**src/rtl/pd_debug_pkg.sv**
```systemverilog
// Shared definitions for the PD debug statistics counter bank.
package pd_debug_pkg;

   localparam int DEFAULT_CNT_WIDTH         = 32;
   localparam int DEFAULT_BYTE_CNT_WIDTH    = 48;
   localparam int DEFAULT_PACKET_SIZE_WIDTH = 14;
   localparam int RD_DATA_WIDTH             = 32;
   localparam int NUM_CNT                   = 6;

   // CIF read address map
   typedef enum logic [2:0] {
      ADDR_F1_CNT     = 3'd0,
      ADDR_F2_CNT     = 3'd1,
      ADDR_CAP_CNT    = 3'd2,
      ADDR_TOTAL_CNT  = 3'd3,
      ADDR_F1_BYTE_LO = 3'd4,
      ADDR_F1_BYTE_HI = 3'd5,
      ADDR_F2_BYTE_LO = 3'd6,
      ADDR_F2_BYTE_HI = 3'd7
   } pd_cnt_addr_e;

   // Bit positions inside the overflow vector, also used as counter indices
   localparam int OVF_F1      = 0;
   localparam int OVF_F2      = 1;
   localparam int OVF_CAP     = 2;
   localparam int OVF_TOTAL   = 3;
   localparam int OVF_F1_BYTE = 4;
   localparam int OVF_F2_BYTE = 5;

endpackage

```
**src/rtl/pd_debug_sat_cnt.sv**
```systemverilog
// One statistics counter with selectable saturate/wrap behaviour.
// A clear and an increment in the same cycle leave the counter at the
// increment amount, so no event is lost across a clearing read.
module pd_debug_sat_cnt
   import pd_debug_pkg::*;
#(
   parameter int WIDTH     = DEFAULT_CNT_WIDTH,
   parameter int INC_WIDTH = 1
) (
   input  logic                 clk,
   input  logic                 rst,
   input  logic                 inc_en,
   input  logic [INC_WIDTH-1:0] inc_amt,
   input  logic                 sat_en,
   input  logic                 clr,
   output logic [WIDTH-1:0]     cnt,
   output logic                 ovf_pulse
);

   logic [WIDTH-1:0] base;
   logic [WIDTH:0]   sum;

   // Sum with one extra carry bit; the carry marks a true overflow
   always_comb begin
      base      = clr ? '0 : cnt;
      sum       = {1'b0, base} + {{(WIDTH + 1 - INC_WIDTH){1'b0}}, inc_amt};
      ovf_pulse = inc_en & sum[WIDTH];
   end

   // Counter register: increment (saturating or wrapping), clear, or hold
   always_ff @(posedge clk) begin
      if (rst) begin
         cnt <= '0;
      end else if (inc_en) begin
         if (sum[WIDTH] && sat_en) begin
            cnt <= '1;
         end else begin
            cnt <= sum[WIDTH-1:0];
         end
      end else if (clr) begin
         cnt <= '0;
      end
   end

endmodule

```
**src/rtl/pd_debug_cnt_bank.sv**
```systemverilog
// PD debug statistics counter bank: four event counters and two byte
// counters with a single-outstanding CIF read port, clear-on-read,
// global clear, hi-word shadows for atomic byte reads and sticky overflow.
module pd_debug_cnt_bank
   import pd_debug_pkg::*;
#(
   parameter int CNT_WIDTH         = DEFAULT_CNT_WIDTH,
   parameter int BYTE_CNT_WIDTH    = DEFAULT_BYTE_CNT_WIDTH,
   parameter int PACKET_SIZE_WIDTH = DEFAULT_PACKET_SIZE_WIDTH
) (
   input  logic                         clk,
   input  logic                         rst,
   input  logic                         dbg2cif_e_debug_pd_field1_cnt_inc,
   input  logic                         dbg2cif_e_debug_pd_field2_cnt_inc,
   input  logic                         dbg2cif_e_debug_pd_capture_match_cnt_inc,
   input  logic                         dbg2cif_e_debug_pd_total_pd_cnt_inc,
   input  logic                         dbg2cif_e_debug_pd_field1_byte_cnt_inc,
   input  logic                         dbg2cif_e_debug_pd_field2_byte_cnt_inc,
   input  logic [PACKET_SIZE_WIDTH-1:0] dbg2cif_eq_debug_pd_field_byte_cnt_inc_amount,
   input  logic                         cif2cnt_c_sat_en,
   input  logic                         cif2cnt_c_clr_on_rd,
   input  logic                         cif2cnt_e_clr_all,
   input  logic                         cif2cnt_e_rd_req,
   input  logic [2:0]                   cif2cnt_c_rd_addr,
   output logic                         cnt2cif_e_rd_ack,
   output logic [31:0]                  cnt2cif_c_rd_data,
   output logic [5:0]                   cnt2cif_c_ovf
);

   localparam int HI_WIDTH = BYTE_CNT_WIDTH - RD_DATA_WIDTH;

   pd_cnt_addr_e              rd_addr;
   logic [NUM_CNT-1:0]        inc_strb;
   logic [NUM_CNT-1:0]        inc_en;
   logic [NUM_CNT-1:0]        rd_clr;
   logic [NUM_CNT-1:0]        cnt_clr;
   logic [NUM_CNT-1:0]        ovf_pulse;
   logic [CNT_WIDTH-1:0]      evt_cnt   [4];
   logic [BYTE_CNT_WIDTH-1:0] byte_cnt  [2];
   logic [HI_WIDTH-1:0]       hi_shadow [2];
   logic [RD_DATA_WIDTH-1:0]  rd_mux;

   assign rd_addr  = pd_cnt_addr_e'(cif2cnt_c_rd_addr);
   assign inc_strb = {dbg2cif_e_debug_pd_field2_byte_cnt_inc,
                      dbg2cif_e_debug_pd_field1_byte_cnt_inc,
                      dbg2cif_e_debug_pd_total_pd_cnt_inc,
                      dbg2cif_e_debug_pd_capture_match_cnt_inc,
                      dbg2cif_e_debug_pd_field2_cnt_inc,
                      dbg2cif_e_debug_pd_field1_cnt_inc};

   // Global clear discards same-cycle increments; a clearing read keeps them
   always_comb begin
      inc_en = inc_strb & {NUM_CNT{~cif2cnt_e_clr_all}};
      rd_clr = '0;
      if (cif2cnt_e_rd_req && cif2cnt_c_clr_on_rd) begin
         case (rd_addr)
            ADDR_F1_CNT:     rd_clr[OVF_F1]      = 1'b1;
            ADDR_F2_CNT:     rd_clr[OVF_F2]      = 1'b1;
            ADDR_CAP_CNT:    rd_clr[OVF_CAP]     = 1'b1;
            ADDR_TOTAL_CNT:  rd_clr[OVF_TOTAL]   = 1'b1;
            ADDR_F1_BYTE_LO: rd_clr[OVF_F1_BYTE] = 1'b1;
            ADDR_F2_BYTE_LO: rd_clr[OVF_F2_BYTE] = 1'b1;
            default:         rd_clr              = '0;
         endcase
      end
      cnt_clr = rd_clr | {NUM_CNT{cif2cnt_e_clr_all}};
   end

   for (genvar i = 0; i < 4; i++) begin : g_evt
      pd_debug_sat_cnt #(
         .WIDTH     (CNT_WIDTH),
         .INC_WIDTH (1)
      ) u_cnt (
         .clk       (clk),
         .rst       (rst),
         .inc_en    (inc_en[i]),
         .inc_amt   (1'b1),
         .sat_en    (cif2cnt_c_sat_en),
         .clr       (cnt_clr[i]),
         .cnt       (evt_cnt[i]),
         .ovf_pulse (ovf_pulse[i])
      );
   end

   pd_debug_sat_cnt #(
      .WIDTH     (BYTE_CNT_WIDTH),
      .INC_WIDTH (PACKET_SIZE_WIDTH)
   ) u_f1_byte (
      .clk       (clk),
      .rst       (rst),
      .inc_en    (inc_en[OVF_F1_BYTE]),
      .inc_amt   (dbg2cif_eq_debug_pd_field_byte_cnt_inc_amount),
      .sat_en    (cif2cnt_c_sat_en),
      .clr       (cnt_clr[OVF_F1_BYTE]),
      .cnt       (byte_cnt[0]),
      .ovf_pulse (ovf_pulse[OVF_F1_BYTE])
   );

   pd_debug_sat_cnt #(
      .WIDTH     (BYTE_CNT_WIDTH),
      .INC_WIDTH (PACKET_SIZE_WIDTH)
   ) u_f2_byte (
      .clk       (clk),
      .rst       (rst),
      .inc_en    (inc_en[OVF_F2_BYTE]),
      .inc_amt   (dbg2cif_eq_debug_pd_field_byte_cnt_inc_amount),
      .sat_en    (cif2cnt_c_sat_en),
      .clr       (cnt_clr[OVF_F2_BYTE]),
      .cnt       (byte_cnt[1]),
      .ovf_pulse (ovf_pulse[OVF_F2_BYTE])
   );

   // Read mux over pre-update values; hi addresses return the shadow only
   always_comb begin
      rd_mux = '0;
      case (rd_addr)
         ADDR_F1_CNT:     rd_mux = RD_DATA_WIDTH'(evt_cnt[0]);
         ADDR_F2_CNT:     rd_mux = RD_DATA_WIDTH'(evt_cnt[1]);
         ADDR_CAP_CNT:    rd_mux = RD_DATA_WIDTH'(evt_cnt[2]);
         ADDR_TOTAL_CNT:  rd_mux = RD_DATA_WIDTH'(evt_cnt[3]);
         ADDR_F1_BYTE_LO: rd_mux = byte_cnt[0][RD_DATA_WIDTH-1:0];
         ADDR_F1_BYTE_HI: rd_mux = RD_DATA_WIDTH'(hi_shadow[0]);
         ADDR_F2_BYTE_LO: rd_mux = byte_cnt[1][RD_DATA_WIDTH-1:0];
         ADDR_F2_BYTE_HI: rd_mux = RD_DATA_WIDTH'(hi_shadow[1]);
         default:         rd_mux = '0;
      endcase
   end

   // Read response: one-cycle ack pulse, data held between reads
   always_ff @(posedge clk) begin
      if (rst) begin
         cnt2cif_e_rd_ack  <= 1'b0;
         cnt2cif_c_rd_data <= '0;
      end else begin
         cnt2cif_e_rd_ack <= cif2cnt_e_rd_req;
         if (cif2cnt_e_rd_req) begin
            cnt2cif_c_rd_data <= rd_mux;
         end
      end
   end

   // Hi shadows capture the upper byte-counter bits on every lo read
   always_ff @(posedge clk) begin
      if (rst || cif2cnt_e_clr_all) begin
         hi_shadow[0] <= '0;
         hi_shadow[1] <= '0;
      end else if (cif2cnt_e_rd_req) begin
         if (rd_addr == ADDR_F1_BYTE_LO) begin
            hi_shadow[0] <= byte_cnt[0][BYTE_CNT_WIDTH-1:RD_DATA_WIDTH];
         end
         if (rd_addr == ADDR_F2_BYTE_LO) begin
            hi_shadow[1] <= byte_cnt[1][BYTE_CNT_WIDTH-1:RD_DATA_WIDTH];
         end
      end
   end

   // Sticky overflow flags, cleared only by reset or global clear
   always_ff @(posedge clk) begin
      if (rst || cif2cnt_e_clr_all) begin
         cnt2cif_c_ovf <= '0;
      end else begin
         cnt2cif_c_ovf <= cnt2cif_c_ovf | ovf_pulse;
      end
   end

endmodule

```
**config.mk**
```make
export PLATFORM = sky130hd
export DESIGN_NAME = pd_debug_cnt_bank
export DESIGN_NICKNAME = d
export VERILOG_FILES = /design/src/rtl/pd_debug_pkg.sv /design/src/rtl/pd_debug_sat_cnt.sv /design/src/rtl/pd_debug_cnt_bank.sv
export SDC_FILE = /design/constraint.sdc
export NUM_CORES = 1
export LEC_CHECK = 0
export CORE_MARGIN = 2
export CORE_UTILIZATION = 55
export CTS_CLUSTER_SIZE = 10
export DETAILED_ROUTE_END_ITERATION = 10
export DONT_BUFFER_PORTS = 1
export PLACE_DENSITY = 0.73
export REMOVE_ABC_BUFFERS = 1
export SLEW_MARGIN = 10
export SYNTH_ARGS = -nofsm -noshare
export SYNTH_HDL_FRONTEND = slang
export SYNTH_SLANG_ARGS = --single-unit
```
**constraint.sdc**
```tcl
create_clock -name clk -period 4.3 [get_ports clk]
set_input_delay 0.43 -clock clk [delete_from_list [all_inputs] [get_ports clk]]
set_output_delay 0.43 -clock clk [all_outputs]
set_load 0.005 [all_outputs]
```
==> impl_metrics.csv <==
group,metric,value,unit
layout,finish.utilization,59.52,%
sta,fin_worst_skew,0.01285,ns
setup_path,critPathLaunch,"cif2cnt_c_rd_addr[2]",
clock_network,root_buffer,"clkbuf_16",
sta,tightest_slew,1.058,ns
yosys,synth_adder_area_share,2.618,%
power_and_ir_drop,p_comb_share,5.7,%
yosys,synth_seq_cells,295,
routing,vias,15350,
floorplanning,die_y,178.9,um
power_and_ir_drop,swShare,23.33,%
layout,final-instance-count-excl-fill,2399,
yosys,synth_xor_xnor_area_share,10.41,%
routing,drt_iter0_markers,1691,
sta,rsz0062_at_grt,"no",
clock_network,htree_num_levels,2,
yosys,synth_top_family_by_area,"simple AND/OR/NAND/NOR gates",
power_and_ir_drop,leakagePower,0.006506,uW
setup_path,cp.required,4.66,ns
sta,setup_viol,0,
sta,fin_crit_sh,80.81,%
yosys,ys_warn_count,0,
yosys,syn_avg_cell_area,8.260,um2
grt,grt_pass1_vias,13980,
setup_path,cp_slowest_stage_delay,0.45,ns
layout,final.fill_count,2673,
routing,drc_errors,0,
setup_path,cp-endpoint,"u_f1_byte.cnt[16]",
yosys,postSynthCellCount,2037,
setup_path,start_kind,"input pin",
clock_network,cts_tree,"yes",
place,routabilityCongestion,0.9549,
setup_path,worstPathArrival,3.84,ns
sta,max_slew_margin,29.29,%
power_and_ir_drop,clock_power_share,45.9,%
place,port_buffers,0,
sta,final.setup.tns,0,ns
setup_path,crit_path_max_fanout,63,
grt,antenna_found_initial,1,
grt,track_usage,32.86,%
worst_hold_path,hold_class,"in -> reg",
layout,fin_area,0.01806,mm2
power_and_ir_drop,vdd_drop_max,254.7,uV
floorplanning,rows,64,
floorplanning,dieArea,0.03201,mm2
setup_path,critPathKind,"in -> reg",
yosys,async_reset_ff_share,0,%
setup_path,worstPathCellList,"nor2b_1, buf_4, a21oi_4, and2_1, ha_1, fa_1, a211oi_1, o21ai_0, a31oi_1, o211ai_2, nand4_1, nor3_2, nand2_1, buf_4, o21ai_0",
yosys,synth_top_area_share,31.29,%
yosys,yosysSeqAreaShare,37.00,%
setup_path,r2r-start,"u_f1_byte.cnt[0]",
clock_network,cts.path.max_buffers,3,
floorplanning,pin_count,68,
routing,drtPass1Iterations,6,
place,dp.cells,2342,
clock_network,cts_buffers,36,
sta,finalMaxSlewViolations,0,
yosys,synth_common_cells,"nand2_1 (276), dfxtp_1 (263), a21oi_1 (179)",
setup_path,cp-end-kind,"flip-flop",
yosys,synth_edf_count,32,
power_and_ir_drop,cellPowerDensity,326.9,mW/mm2
setup_path,r2r_end,"u_f1_byte.cnt[16]",
routing,ant_nets,0,
routing,wire_per_inst,22.01,um
yosys,synthTopCellsByArea,"dfxtp_1 (31%), xnor2_1 (6.2%), nand2_1 (6.2%), edfxtp_1 (5.7%), a21oi_1 (5.3%)",
grt,grt-ovfl-total,0,
layout,layout.nets,2050,
setup_path,reg2reg_slack,1.05,ns
floorplanning,floorplan.initialDensity,55.44,%
power_and_ir_drop,switchingPower,1377,uW
floorplanning,design.core.area,0.03035,mm2
place,placed_area,0.01703,mm2
routing,drt_wl_total,52790,um
yosys,ys_types,77,
layout,syn_to_final_growth,7.355,%
power_and_ir_drop,power.share.sequential,48.4,%
setup_path,reg2reg_depth,12,
clock_network,cts_sinks,295,
sta,final_hold_viol_count,0,
place,hpwlAfterDp,38330,um
run_status,status,"finished clean",
yosys,synth_simple_gate_area_share,24.70,%
layout,drive_gt1_share,6.593,%
sta,min_period,3.475,ns
power_and_ir_drop,intPower,4527,uW
floorplanning,die_w,178.9,um
yosys,synth_mux_area_share,5.049,%
yosys,syn_area,0.01682,mm2
yosys,synth-compound-area-share,16.72,%
yosys,synth_ff_type,"dfxtp_1",
routing,viasPerCell,6.398,
clock_network,clk_pin_slew,0.05,ns
sta,fmax,287.8,MHz
grt,grt_pass1_wl,81050,um
clock_network,clock_latency,0.52,ns
flow_run,cap_violations,0,
yosys,yosys.area.top_type,"dfxtp_1",
power_and_ir_drop,p_total,5904,uW
yosys,yosysMostFrequentCell,"nand2_1",
setup_path,crit_slowest_cell,"a31oi_1",
grt,grt_start_max_net_pins,175,
[worst min path at each step]
stage                       from                      to  slack (ns)  cells past startpoint
6_report                     rst   cnt2cif_c_rd_data[22]        0.03                      1
5_1_grt                      rst   cnt2cif_c_rd_data[19]       0.005                      1
4_1_cts                      rst  g_evt[0].u_cnt.cnt[24]      0.0003                      1
3_5_place_dp    u_f2_byte.cnt[3]        u_f2_byte.cnt[3]        0.45                      2
3_3_place_gp    u_f2_byte.cnt[3]        u_f2_byte.cnt[3]        0.44                      2
2_1_floorplan  u_f2_byte.cnt[10]       u_f2_byte.cnt[10]        0.42                      2
[layout by cell type (no fill, tap or decap), types with 5 or more instances in the layout]
cell type / synthesis / final
and2_1: 75 / 75
inv_1: 29 / 29
a221oi_1: 7 / 7
buf_4: 2 / 24
nand4_1: 52 / 52
edfxtp_1: 32 / 32
xnor2_1: 120 / 120
nand3_1: 83 / 83
clkbuf_1: 90 / 13
o21ai_1: 8 / 9
a22oi_1: 31 / 31
nor2_1: 133 / 133
xor2_1: 80 / 80
nand2b_1: 30 / 30
dfxtp_1: 263 / 263
a21oi_1: 179 / 179
nor2b_1: 19 / 19
nand2_1: 276 / 276
mux2i_1: 50 / 50
o21ai_0: 127 / 126
mux2_2: 15 / 15
mux4_2: 8 / 8
a21oi_2: 5 / 5
a21o_1: 12 / 12
o22ai_1: 10 / 10
nor4_1: 25 / 24
and3_1: 55 / 55
o211ai_1: 20 / 20
and4_1: 15 / 15
ha_1: 32 / 32
o221ai_1: 6 / 6
or2_2: 5 / 5
o21a_1: 5 / 5
a31oi_1: 6 / 6
clkbuf_16: 0 / 37
a211oi_1: 12 / 12
nor3_1: 24 / 24
o21ai_2: 9 / 9
[metrics by stage]
stage | worst slack (ns) | hold slack (ns)
2_1_floorplan | -0.2630 | 0.4234
3_3_place_gp | 0.5204 | 0.4421
3_5_place_dp | 0.3914 | 0.4491
4_1_cts | 0.9075 | 0.0002535
5_1_grt | 0.6515 | 0.005046
6_report | 0.8251 | 0.02531
[layer usage]
layer | part of all wire (%) | vias up | track usage (%) | wire length, um
li1 | - | 7111 | - | -
met1 | 41 | 7342 | 44.93 | 21860
met2 | 45 | 787 | 50.85 | 23560
met3 | 10 | 110 | 7.231 | 5358
met4 | 3.8 | 0 | 12.09 | 2013
met5 | 0 | - | 0 | 0
[worst max-delay path, delay by kind of cell]
family                     cells  cell delay (ns)
AOI/OAI and AO/OA              6             1.38
and+or+nand+nor                5             0.87
adders and majority gates      2             0.62
buffers and inverters          2             0.49
[sequential cells by signal (all words and copies together) (netlist names)]
signal,cells
cnt2cif_c_ovf,6
cnt2cif_c_rd_data,32
cnt2cif_e_rd_ack,1
g_evt.u_cnt.cnt,128
hi_shadow,32
u_f1_byte.cnt,48
u_f2_byte.cnt,48
[final cells by class]
type | instances | area, um2 | share of cell area (%)
repair buffers | 27 | 210.2 | 1.164
well taps | 396 | 495.5 | 2.743
multi-input cells | 1598 | 10020 | 55.49
diodes | 1 | 2.502 | 0.01385
inverters | 29 | 108.9 | 0.6027
clock buffers | 51 | 988.4 | 5.472
clock inverters | 2 | 8.758 | 0.04849
flip-flops and latches | 295 | 6226 | 34.47
[logic make-up after synthesis]
logic type	Yosys count
AOI/OAI and AO/OA	466
xor gates and xnor gates	200
adders and majority gates	34
buffers and inverters	144
DFF	295
muxes	73
and+or+nand+nor	825
[repair_timing]
item	CTS	global route
buffers inserted	0	0
resized for setup	0	0
endpoints found under the hold margin	8	0
hold buffers	3	0
[power by group through the flow]
stage | Clock (uW) | Sequential, uW | Combinational, uW
after floorplan | 0 | 2900 | 229
after global placement | 0 | 2920 | 319
after detailed placement | 0 | 2920 | 325
after CTS | 2720 | 2860 | 330
after global routing | 2840 | 2860 | 364
final | 2710 | 2860 | 337
Power figures use the tool's default switching activity.
